<file path="config.mk">
export PLATFORM = sky130hd
export DESIGN_NAME = bitwise_logic_unit
export DESIGN_NICKNAME = d
export VERILOG_FILES = /design/src/rtl/bitwise_logic_unit.sv
export SDC_FILE = /design/constraint.sdc
export NUM_CORES = 1
export LEC_CHECK = 0
export CAP_MARGIN = 20
export CORE_ASPECT_RATIO = 0.8
export CORE_MARGIN = 5
export CORE_UTILIZATION = 45
export CTS_BUF_LIST = sky130_fd_sc_hd__clkbuf_8
export DETAILED_ROUTE_END_ITERATION = 6
export PLACE_DENSITY_LB_ADDON = 0.25
export RECOVER_POWER = 50
export SLEW_MARGIN = 15
export SYNTH_ARGS = -nofsm -noshare
export SYNTH_HDL_FRONTEND = slang
export SYNTH_SLANG_ARGS = --single-unit
</file>
<file path="constraint.sdc">
create_clock -name clk -period 2.8 [get_ports clk]
set_input_delay 0.42 -clock clk [delete_from_list [all_inputs] [get_ports clk]]
set_output_delay 0.42 -clock clk [all_outputs]
set_load 0.005 [all_outputs]
</file>
<file path="src/rtl/bitwise_logic_unit.sv">
// Two-stage streaming bitwise logic unit: S1 holds operands, S2 holds result plus zero/parity flags.
// Optional accumulator feedback operand is compiled in when BLU_ACC_EN is defined.
module bitwise_logic_unit #(
  parameter int WIDTH = 8
) (
  input  logic             clk,
  input  logic             rst_n,
  input  logic             in_valid,
  output logic             in_ready,
  input  logic [2:0]       op,
  input  logic [WIDTH-1:0] a,
  input  logic [WIDTH-1:0] b,
`ifdef BLU_ACC_EN
  input  logic             acc,
`endif
  output logic             out_valid,
  input  logic             out_ready,
  output logic [WIDTH-1:0] y,
  output logic             zero,
  output logic             parity
);

  typedef enum logic [2:0] {
    OP_AND  = 3'b000,
    OP_OR   = 3'b001,
    OP_XOR  = 3'b010,
    OP_NAND = 3'b011,
    OP_NOR  = 3'b100,
    OP_XNOR = 3'b101,
    OP_NOTA = 3'b110,
    OP_NOTB = 3'b111
  } op_e;

  logic             s1_valid;
  op_e              s1_op;
  logic [WIDTH-1:0] s1_a;
  logic [WIDTH-1:0] s1_b;

  logic             accept;
  logic             s1_adv;
  logic [WIDTH-1:0] opnd_a;
  logic [WIDTH-1:0] y_next;
  logic             zero_next;
  logic             parity_next;

  // S2 is free when empty or draining this cycle; in_ready follows out_ready combinationally.
  assign s1_adv   = s1_valid && (!out_valid || out_ready);
  assign in_ready = !s1_valid || s1_adv;
  assign accept   = in_valid && in_ready;

`ifdef BLU_ACC_EN
  logic             s1_acc;
  logic [WIDTH-1:0] acc_q;

  // acc_q always holds the most recent result to enter S2, so chained words see the previous result.
  assign opnd_a = s1_acc ? acc_q : s1_a;

  always_ff @(posedge clk or negedge rst_n) begin
    if (!rst_n) begin
      s1_acc <= 1'b0;
      acc_q  <= '0;
    end else begin
      if (accept) s1_acc <= acc;
      if (s1_adv) acc_q <= y_next;
    end
  end
`else
  assign opnd_a = s1_a;
`endif

  always_comb begin
    y_next = '0;
    case (s1_op)
      OP_AND:  y_next = opnd_a & s1_b;
      OP_OR:   y_next = opnd_a | s1_b;
      OP_XOR:  y_next = opnd_a ^ s1_b;
      OP_NAND: y_next = ~(opnd_a & s1_b);
      OP_NOR:  y_next = ~(opnd_a | s1_b);
      OP_XNOR: y_next = ~(opnd_a ^ s1_b);
      OP_NOTA: y_next = ~opnd_a;
      OP_NOTB: y_next = ~s1_b;
      default: y_next = '0;
    endcase
  end

  assign zero_next   = ~|y_next;
  assign parity_next = ^y_next;

  always_ff @(posedge clk or negedge rst_n) begin
    if (!rst_n) begin
      s1_valid <= 1'b0;
      s1_op    <= OP_AND;
      s1_a     <= '0;
      s1_b     <= '0;
    end else begin
      if (accept) begin
        s1_valid <= 1'b1;
        s1_op    <= op_e'(op);
        s1_a     <= a;
        s1_b     <= b;
      end else if (s1_adv) begin
        s1_valid <= 1'b0;
      end
    end
  end

  // Result registers only move on an S1 advance, so they hold while stalled.
  always_ff @(posedge clk or negedge rst_n) begin
    if (!rst_n) begin
      out_valid <= 1'b0;
      y         <= '0;
      zero      <= 1'b0;
      parity    <= 1'b0;
    end else begin
      if (s1_adv) begin
        out_valid <= 1'b1;
        y         <= y_next;
        zero      <= zero_next;
        parity    <= parity_next;
      end else if (out_valid && out_ready) begin
        out_valid <= 1'b0;
      end
    end
  end

endmodule
</file>
==> impl_metrics.yaml, run 1 <==
routing:
  first_pass_iters: 4
  vias: 1603
  routedWlPerCell_um: 14.2
  drc: 0
  ant_nets: 0
  vias_per_cell: 5.26
  routed_wirelength_um: 4340
  drt_first_iter_violations: 75
finish:
  final_cell_mix: "31 x dfrtp_1, 28 x clkdlybuf4s50_1, 20 x ha_1"
  stdcell_area_um2: 2630
  drive_gt1_share_pct: 18.4
  instances_no_fill: 305
  n_antenna_cell: 0
  nNetsFinal: 287
  layout_commonest_cell: "dfrtp_1"
  syn_to_final_growth_pct: 20.3
sta:
  slew_viol_final: 32
  fin_skew_ps: 4.47
  fin_crit_sh_pct: 82.8
  hold_ws_ps: 477
  worst_pin_slew_ps: 1660
  slew_headroom_pct: -10.6
  tns_ps: 0
  setup_viol_count_final: 0
  finalCriticalPeriod_ps: 2320
  hold_violations: 0
  rsz0062_at_grt: "false"
  fmax_mhz: 431
synthesis:
  async_flop_share_pct: 100
  synthesis.nets: 252
  synth_top_area_cell: "dfrtp_1"
  synth.avg_cell_area_um2: 10.5
  synth_area_leaders: "dfrtp_1 35%, ha_1 11%, mux2_2 9.8%, inv_1 2.9%, mux2i_1 2.7%"
  synth_cell_types: 44
  synth_ff_type: "dfrtp_1"
  seq_area_frac_synth_pct: 35.4
  synthesis.area_um2: 2190
  synthCells: 209
  synth_top_area_share_pct: 35.4
  synth_seq_cells: 31
  ys.warnings.count: 0
  synth_edf_count: 0
clock_network:
  insertion_delay_ps: 280
  clock-sinks: 31
  cts-resized-gates: 0
  htreeDepth: 2
  path_clk_slew_ps: 70
  clock_path_buffers: 2
  numCtsBuffers: 5
  root_buffer: "clkbuf_8"
  cts_setup_buffers: 0
  cts_tree: "done"
  ctsHoldBuffers: 0
grt:
  grt_pass1_wl_um: 7450
  antenna_found_initial: 0
  grt_max_degree: 32
  grt_overflow: 0
  grt_usage_pct: 15.1
  grt_pass1_vias: 1644
power:
  clkPwrFrac_pct: 21.8
  power.leakage_uw: 0.00118
  p_total_uw: 1770
  switching_share_pct: 33.2
  vdd_drop_max_uv: 307
  p_per_area_nw_per_um2: 672
  p_comb_share_pct: 42.8
  pwr-share-seq_pct: 35.3
  cell_internal_pwr_uw: 1180
  p_switching_uw: 587
outcome:
  failed_checks: "max-capacitance violations, max-slew violations"
  status: "finished with violations"
setup_path:
  cp_max_fo: 11
  worst_ep_required_time_ps: 2940
  path_class: "register to register"
  critPathCaptureType: "register"
  start_kind: "register"
  r2r_slack_ps: 480
  arrival_ps: 2460
min_path:
  hold_class: "register to register"
place:
  placedInstanceArea_um2: 2540
  dp.cells: 297
  gp_congestion: 0.867
  io_buffers: 34
  dpl.hpwl_um: 3320
floorplan:
  rows: 22
  num_io_pins: 35
  die_h_um: 72.4
  dieArea_um2: 6370
  core_area_um2: 4650
  start_util_pct: 47.0
  fp.dieW_um: 88.0
job:
  cap_violations: 1
-- power by group through the flow --
stage / clock network, uW / logic (uW) / registers [uW]
6_report: 387 / 758 / 626
5_1_grt: 419 / 851 / 641
4_1_cts: 397 / 778 / 628
3_5_place_dp: 0 / 775 / 635
3_3_place_gp: 0 / 753 / 632
2_1_floorplan: 0 / 554 / 610
-- layer usage --
| layer | routed length (um) | part of all wire (%) | global-route usage (%) |
|---|---|---|---|
| met1 | 2040 | 47 | 19.3 |
| met2 | 1910 | 44 | 24.1 |
| met3 | 282 | 6.5 | 3.63 |
| met4 | 101 | 2.3 | 6.81 |
| met5 | 0 | 0 | 0 |
-- cell type report --
| class | instances | area (um2) |
|---|---|---|
| Clock inverter | 1 | 3.75 |
| Tap cell | 60 | 75.1 |
| Fill cell | 440 | 2020 |
| Sequential cell | 31 | 776 |
| Timing Repair Buffer | 41 | 389 |
| Clock buffer | 7 | 96.3 |
| Multi-Input combinational cell | 148 | 1230 |
| Inverter | 17 | 63.8 |
-- metrics by stage --
| step | setup slack (ps) | util, % |
|---|---|---|
| after floorplan | 794 | - |
| after global placement | 548 | 54.5 |
| after detailed placement | 460 | 54.5 |
| after CTS | 456 | 56.7 |
| after global routing | 293 | 56.6 |
| final | 482 | 56.6 |
-- cells in the mapped netlist (2+ instances only) --
cell type	n
a21oi_1	7
a22o_1	2
a311oi_2	2
a31o_2	2
a32o_1	2
a32oi_1	2
and4bb_1	2
buf_4	4
buf_6	5
dfrtp_1	31
ha_1	20
inv_1	17
mux2_1	3
mux2_2	19
mux2i_1	6
nand2_1	12
nand2b_1	8
nand2b_2	2
nand3b_1	6
nor2_1	12
nor2b_1	3
nor3b_1	2
o21ai_0	5
o21ai_1	8
o22ai_2	2
o2bb2ai_1	2
o32ai_2	3
or2_1	2
xnor2_1	3
-- registers in the layout, indices dropped and copies added, names as in the netlist --
| name | cells |
|---|---|
| opnd_a | 8 |
| s1_b | 8 |
| y | 8 |
| s1_op | 3 |
| out_valid | 1 |
| parity | 1 |
| s1_valid | 1 |
| zero | 1 |
-- critical path, cell delays in order, from the launching register on --
cell and delay, ps:
dfrtp_1 530, buf_4 230, and2_1 270, a21oi_1 120
a31o_2 250, ha_1 300, xnor2_1 240, xnor2_1 150
o21ai_0 80
-- cells by family (layout without fill, tap and decap cells) --
group	Yosys count	after routing	synth area share [%]
adder cells (fa/ha/maj)	20	20	11.4
XOR/XNOR	3	3	1.20
buffers and inverters	30	66	8.40
flip-flops	31	31	35.4
AO/OA/AOI/OAI	40	40	14.5
AND/OR/NAND/NOR	57	57	15.0
multiplexers	28	28	14.1
-- final timing paths --
| check | start | to | cells after the start |
|---|---|---|---|
| worst max-delay path | s1_op[0] | parity | 8 |
| worst min-delay path | zero | zero | 2 |
| worst max register to register | s1_op[0] | parity | 8 |
| worst min register to register | zero | zero | 2 |
| max in group asynchronous | rst_n | out_valid | 2 |
| min in group asynchronous | rst_n | opnd_a[1] | 2 |
Power figures use the tool's default switching activity.
==> run 2: changes to the inputs <==
==> constraint.sdc (replaced) <==
create_clock -name clk -period 2.3 [get_ports clk]
set_input_delay 0.345 -clock clk [delete_from_list [all_inputs] [get_ports clk]]
set_output_delay 0.345 -clock clk [all_outputs]
set_load 0.005 [all_outputs]
==> impl_metrics.yaml, run 2 (synthesis gave the netlist of run 1 again) <==
clock_network:
  cts_tree: "done"
  ctsHoldBuffers: 0
  cts_setup_buffers: 0
  path_clk_slew_ps: 70
  root_buffer: "clkbuf_8"
  numCtsBuffers: 5
  clock_path_buffers: 2
  clock-sinks: 31
  insertion_delay_ps: 290
  htreeDepth: 2
routing:
  first_pass_iters: 4
  routed_wirelength_um: 4330
  vias: 1637
  drt_first_iter_violations: 58
  ant_nets: 0
  routedWlPerCell_um: 13.8
  vias_per_cell: 5.23
  drc: 0
power:
  p_per_area_nw_per_um2: 795
  vdd_drop_max_uv: 394
  power.leakage_uw: 0.00122
grt:
  grtUsageMet2_pct: 23.1
  grt_busiest_layer: "met2"
  grt_max_degree: 32
  gr-usage-met1_pct: 19.5
  grt_pass1_wl_um: 7310
  grt_pass1_vias: 1565
  grt_use_met3_pct: 4.20
  grt_usage_pct: 14.8
  grt_overflow: 0
  antenna_found_initial: 0
setup_path:
  ff2ff_path_depth: 8
  cpMostUsedCell: "xnor2_1"
  path_delay_family: "compound AO/OA/AOI/OAI gates"
  start_kind: "register"
  worst_r2r_endpoint: "parity"
  cp_max_fo: 13
  r2r_slack_ps: 180
  path_class: "register to register"
  arrival_ps: 2260
  critPathCaptureType: "register"
  cp_num_buf_inv: 1
  worst_ep_required_time_ps: 2440
  max_stage_delay_ps: 430
  reg2reg_from: "s1_op[1]"
  slowest_stage: "dfrtp_1"
  cp_cell_sequence: "buf_4 -> nand2b_2 -> a32o_1 -> o22ai_2 -> ha_1 -> xnor2_1 -> xnor2_1 -> o21ai_0"
floorplan:
  core_area_um2: 4650
  start_util_pct: 47.0
  dieArea_um2: 6370
  rows: 22
  fp.dieW_um: 88.0
  num_io_pins: 35
  die_h_um: 72.4
place:
  place_ws_ps: 183
  io_buffers: 34
  gp_congestion: 0.850
  dpl.hpwl_um: 3230
finish:
  nNetsFinal: 295
  fillers: 436
  layout_commonest_cell: "dfrtp_1"
  multi_input_area_um2: 1230
  seq_area_um2: 777
  syn_to_final_growth_pct: 23.2
  final_cell_mix: "30 x dfrtp_1, 28 x clkdlybuf4s50_1, 20 x ha_1"
  drive_gt1_share_pct: 22.1
  n_antenna_cell: 0
sta:
  setup_viol_count_final: 0
  setup_ws_ps: 183
  slew_viol_final: 0
  slew_headroom_pct: 48.7
  tns_ps: 0
  worst_pin_slew_ps: 769
  fmax_mhz: 472
  finalCriticalPeriod_ps: 2120
  fin_skew_ps: 6.03
  hold_violations: 0
  fin_crit_sh_pct: 92.1
  rsz0062_at_grt: "false"
job:
  cap_violations: 0
min_path:
  min-delay-start: "zero"
  hold_class: "register to register"
  whs_endpoint: "zero"
  whs_path_depth: 2
outcome:
  status: "completed"
-- run 2: repair_timing --
action	CTS	global route
endpoints found under the setup margin	0	1
gates resized for setup	0	3
endpoints found under the hold margin	0	0
-- run 2: worst min-delay path, cell delays in order (launching register included) --
cell     delay, ps
dfrtp_1        340
nand2_1         50
o21ai_0         60
-- run 2: worst max path at each step --
stage	start	to	depth (start not counted)
after floorplan	opnd_a[2]	parity	10
after global placement	s1_op[1]	parity	8
after detailed placement	s1_op[2]	parity	7
after CTS	s1_op[0]	parity	8
after global routing	s1_op[0]	parity	8
final	s1_op[1]	parity	8
-- run 2: where the power goes --
| group | leakage [uW] | total [uW] | internal [uW] | switching [uW] |
|---|---|---|---|---|
| registers | 0.000368 | 747 | 659 | 88.4 |
| logic | 0.000803 | 982 | 561 | 421 |
| clock network | 0.0000477 | 414 | 206 | 207 |
-- run 2: layer usage --
layer / vias to the layer above / share of wire, %
met4: 0 / 1.4
met1: 768 / 47
met5: - / 0
li1: 821 / -
met3: 7 / 6.5
met2: 41 / 45
-- run 2: cell type report --
type                    instances  share of cell area, %
multi-input cells             148                   45.6
well taps                      60                   2.79
flip-flops and latches         31                   28.8
clock inverters                 3                  0.557
repair buffers                 49                   17.3
inverters                      17                   2.37
clock buffers                   5                   2.55
-- run 2: per-stage QoR --
| step | hold slack (ps) | instances | power [uW] | instance area [um2] | util [%] |
|---|---|---|---|---|---|
| after global routing | 522 | 313 | 2320 | 2700 | 57.9 |
| after CTS | 454 | 313 | 2180 | 2690 | 57.9 |
| after detailed placement | 475 | 305 | 1750 | 2610 | 56.1 |
| after floorplan | 49.4 | 209 | 1420 | 2190 | - |
| final | 474 | 313 | 2140 | 2700 | 57.9 |
| after global placement | 468 | 305 | 1740 | 2610 | 56.1 |
==> run 3: changes to the inputs <==
--- a/config.mk
+++ b/config.mk
@@ -8,7 +8,7 @@
 export CAP_MARGIN = 20
 export CORE_ASPECT_RATIO = 0.8
 export CORE_MARGIN = 5
-export CORE_UTILIZATION = 45
+export CORE_UTILIZATION = 40
 export CTS_BUF_LIST = sky130_fd_sc_hd__clkbuf_8
 export DETAILED_ROUTE_END_ITERATION = 6
 export PLACE_DENSITY_LB_ADDON = 0.25
==> impl_metrics.yaml, run 3 (synthesis gave the netlist of run 1 again) <==
routing:
  drt_first_iter_violations: 66
  routed_wirelength_um: 4490
  drc: 0
  ant_nets: 0
  vias: 1641
  vias_per_cell: 5.06
  first_pass_iters: 4
  routedWlPerCell_um: 13.9
power:
  cell_internal_pwr_uw: 1480
  switching_share_pct: 33.5
  pwr-share-seq_pct: 33.8
  vdd_drop_max_uv: 424
  p_switching_uw: 744
  p_total_uw: 2220
  power.leakage_uw: 0.00124
  p_per_area_nw_per_um2: 807
  clkPwrFrac_pct: 18.7
  p_comb_share_pct: 47.5
place:
  io_buffers: 34
  dpl.hpwl_um: 3400
  gp_congestion: 0.784
sta:
  fmax_mhz: 461
  hold_violations: 0
  slew_viol_final: 0
  setup_viol_count_final: 0
  fin_crit_sh_pct: 94.4
  finalCriticalPeriod_ps: 2170
  hold_ws_ps: 489
  worst_pin_slew_ps: 778
  slew_headroom_pct: 48.1
  fin_skew_ps: 5.17
floorplan:
  core_area_um2: 5380
  num_io_pins: 35
  fp.dieW_um: 92.7
  start_util_pct: 40.7
  rows: 24
  dieArea_um2: 7060
  die_h_um: 76.2
finish:
  drive_gt1_share_pct: 25.9
  syn_to_final_growth_pct: 26.0
  layout_commonest_cell: "clkdlybuf4s50_1"
  n_antenna_cell: 0
  nNetsFinal: 301
  final_cell_mix: "29 x clkdlybuf4s50_1, 28 x dfrtp_1, 20 x ha_1, 20 x buf_4, 19 x mux2_2"
clock_network:
  clock-sinks: 31
  clock_path_buffers: 2
  root_buffer: "clkbuf_8"
  cts_tree: "done"
  path_clk_slew_ps: 70
  insertion_delay_ps: 280
  ctsHoldBuffers: 0
  htreeDepth: 2
  numCtsBuffers: 5
setup_path:
  max_stage_delay_ps: 380
  cp_num_buf_inv: 1
  cp_cell_sequence: "inv_1 -> ha_1 -> mux2_1 -> o32ai_2 -> a211o_1 -> o21ai_1 -> ha_1 -> xnor2_1 -> xnor2_1 -> o21ai_0"
  cp_max_fo: 4
  slowest_stage: "dfrtp_1"
  critPathCaptureType: "register"
  arrival_ps: 2310
  path_class: "register to register"
  worst_ep_required_time_ps: 2440
  path_delay_family: "adder cells"
  start_kind: "register"
grt:
  grt_usage_pct: 13.6
  grt_pass1_wl_um: 7910
  antenna_found_initial: 0
  grt_overflow: 0
  grt_max_degree: 32
  grt_pass1_vias: 1687
job:
  cap_violations: 0
outcome:
  status: "completed"
min_path:
  hold_class: "register to register"
run 3: path summary, 6_finish.rpt:
kind | startpoint | end | slack [ps] | cells after the start
max in group asynchronous | rst_n | s1_op[0] | 1090 | 2
hold reg to reg | y[3] | y[3] | 490 | 2
setup reg to reg | s1_b[2] | parity | 130 | 10
min in group asynchronous | rst_n | opnd_a[1] | 660 | 2
hold / removal | y[3] | y[3] | 490 | 2
setup / recovery | s1_b[2] | parity | 130 | 10
run 3: power by group through the flow:
stage | clock network, uW | logic, uW | registers, uW
floorplan | 0 | 675 | 742
finish | 416 | 1060 | 752
CTS | 433 | 1040 | 753
detailed placement | 0 | 1030 | 763
global placement | 0 | 1010 | 760
global route | 457 | 1160 | 773
run 3: final cells by class:
| cell class | instances | area (um2) |
|---|---|---|
| clock buffers | 5 | 68.8 |
| clock inverters | 3 | 15.0 |
| fillers | 511 | 2620 |
| inverters | 17 | 63.8 |
| multi-input cells | 148 | 1250 |
| flip-flops and latches | 31 | 779 |
| well taps | 65 | 81.3 |
| repair buffers | 55 | 495 |
run 3: repair_timing:
item | in CTS | in global routing
resized for setup | 0 | 7
setup endpoints to repair | 0 | 1
buffers inserted | 0 | 1
run 3: metrics by stage:
| stage | std cells | utilization (%) | worst slack, ps | TNS, ps | area [um2] |
|---|---|---|---|---|---|
| 5_1_grt | 324 | 51.3 | -22.8 | -22.8 | 2760 |
| 6_report | 324 | 51.3 | 129 | 0 | 2760 |
| 4_1_cts | 323 | 50.7 | 36.2 | 0 | 2720 |
| 2_1_floorplan | 209 | - | 294 | 0 | 2190 |
| 3_3_place_gp | 315 | 49.1 | 104 | 0 | 2640 |
| 3_5_place_dp | 315 | 49.1 | 64.7 | 0 | 2640 |
run 3: metal layers:
metal | share of wire [%] | wire [um] | GRT usage (%) | vias up
met2 | 46 | 2090 | 21.4 | 26
met3 | 5.2 | 232 | 4.15 | 5
met4 | 0.80 | 36 | 3.51 | 0
met5 | 0 | 0 | 0 | -
li1 | - | - | - | 834
met1 | 48 | 2140 | 18.3 | 776
run 3: worst register-to-register path, cell delays in order (launching register included):
cell,delay (ps)
dfrtp_1,380
inv_1,60
ha_1,200
mux2_1,330
o32ai_2,120
a211o_1,150
o21ai_1,70
ha_1,300
xnor2_1,190
xnor2_1,140
o21ai_0,100
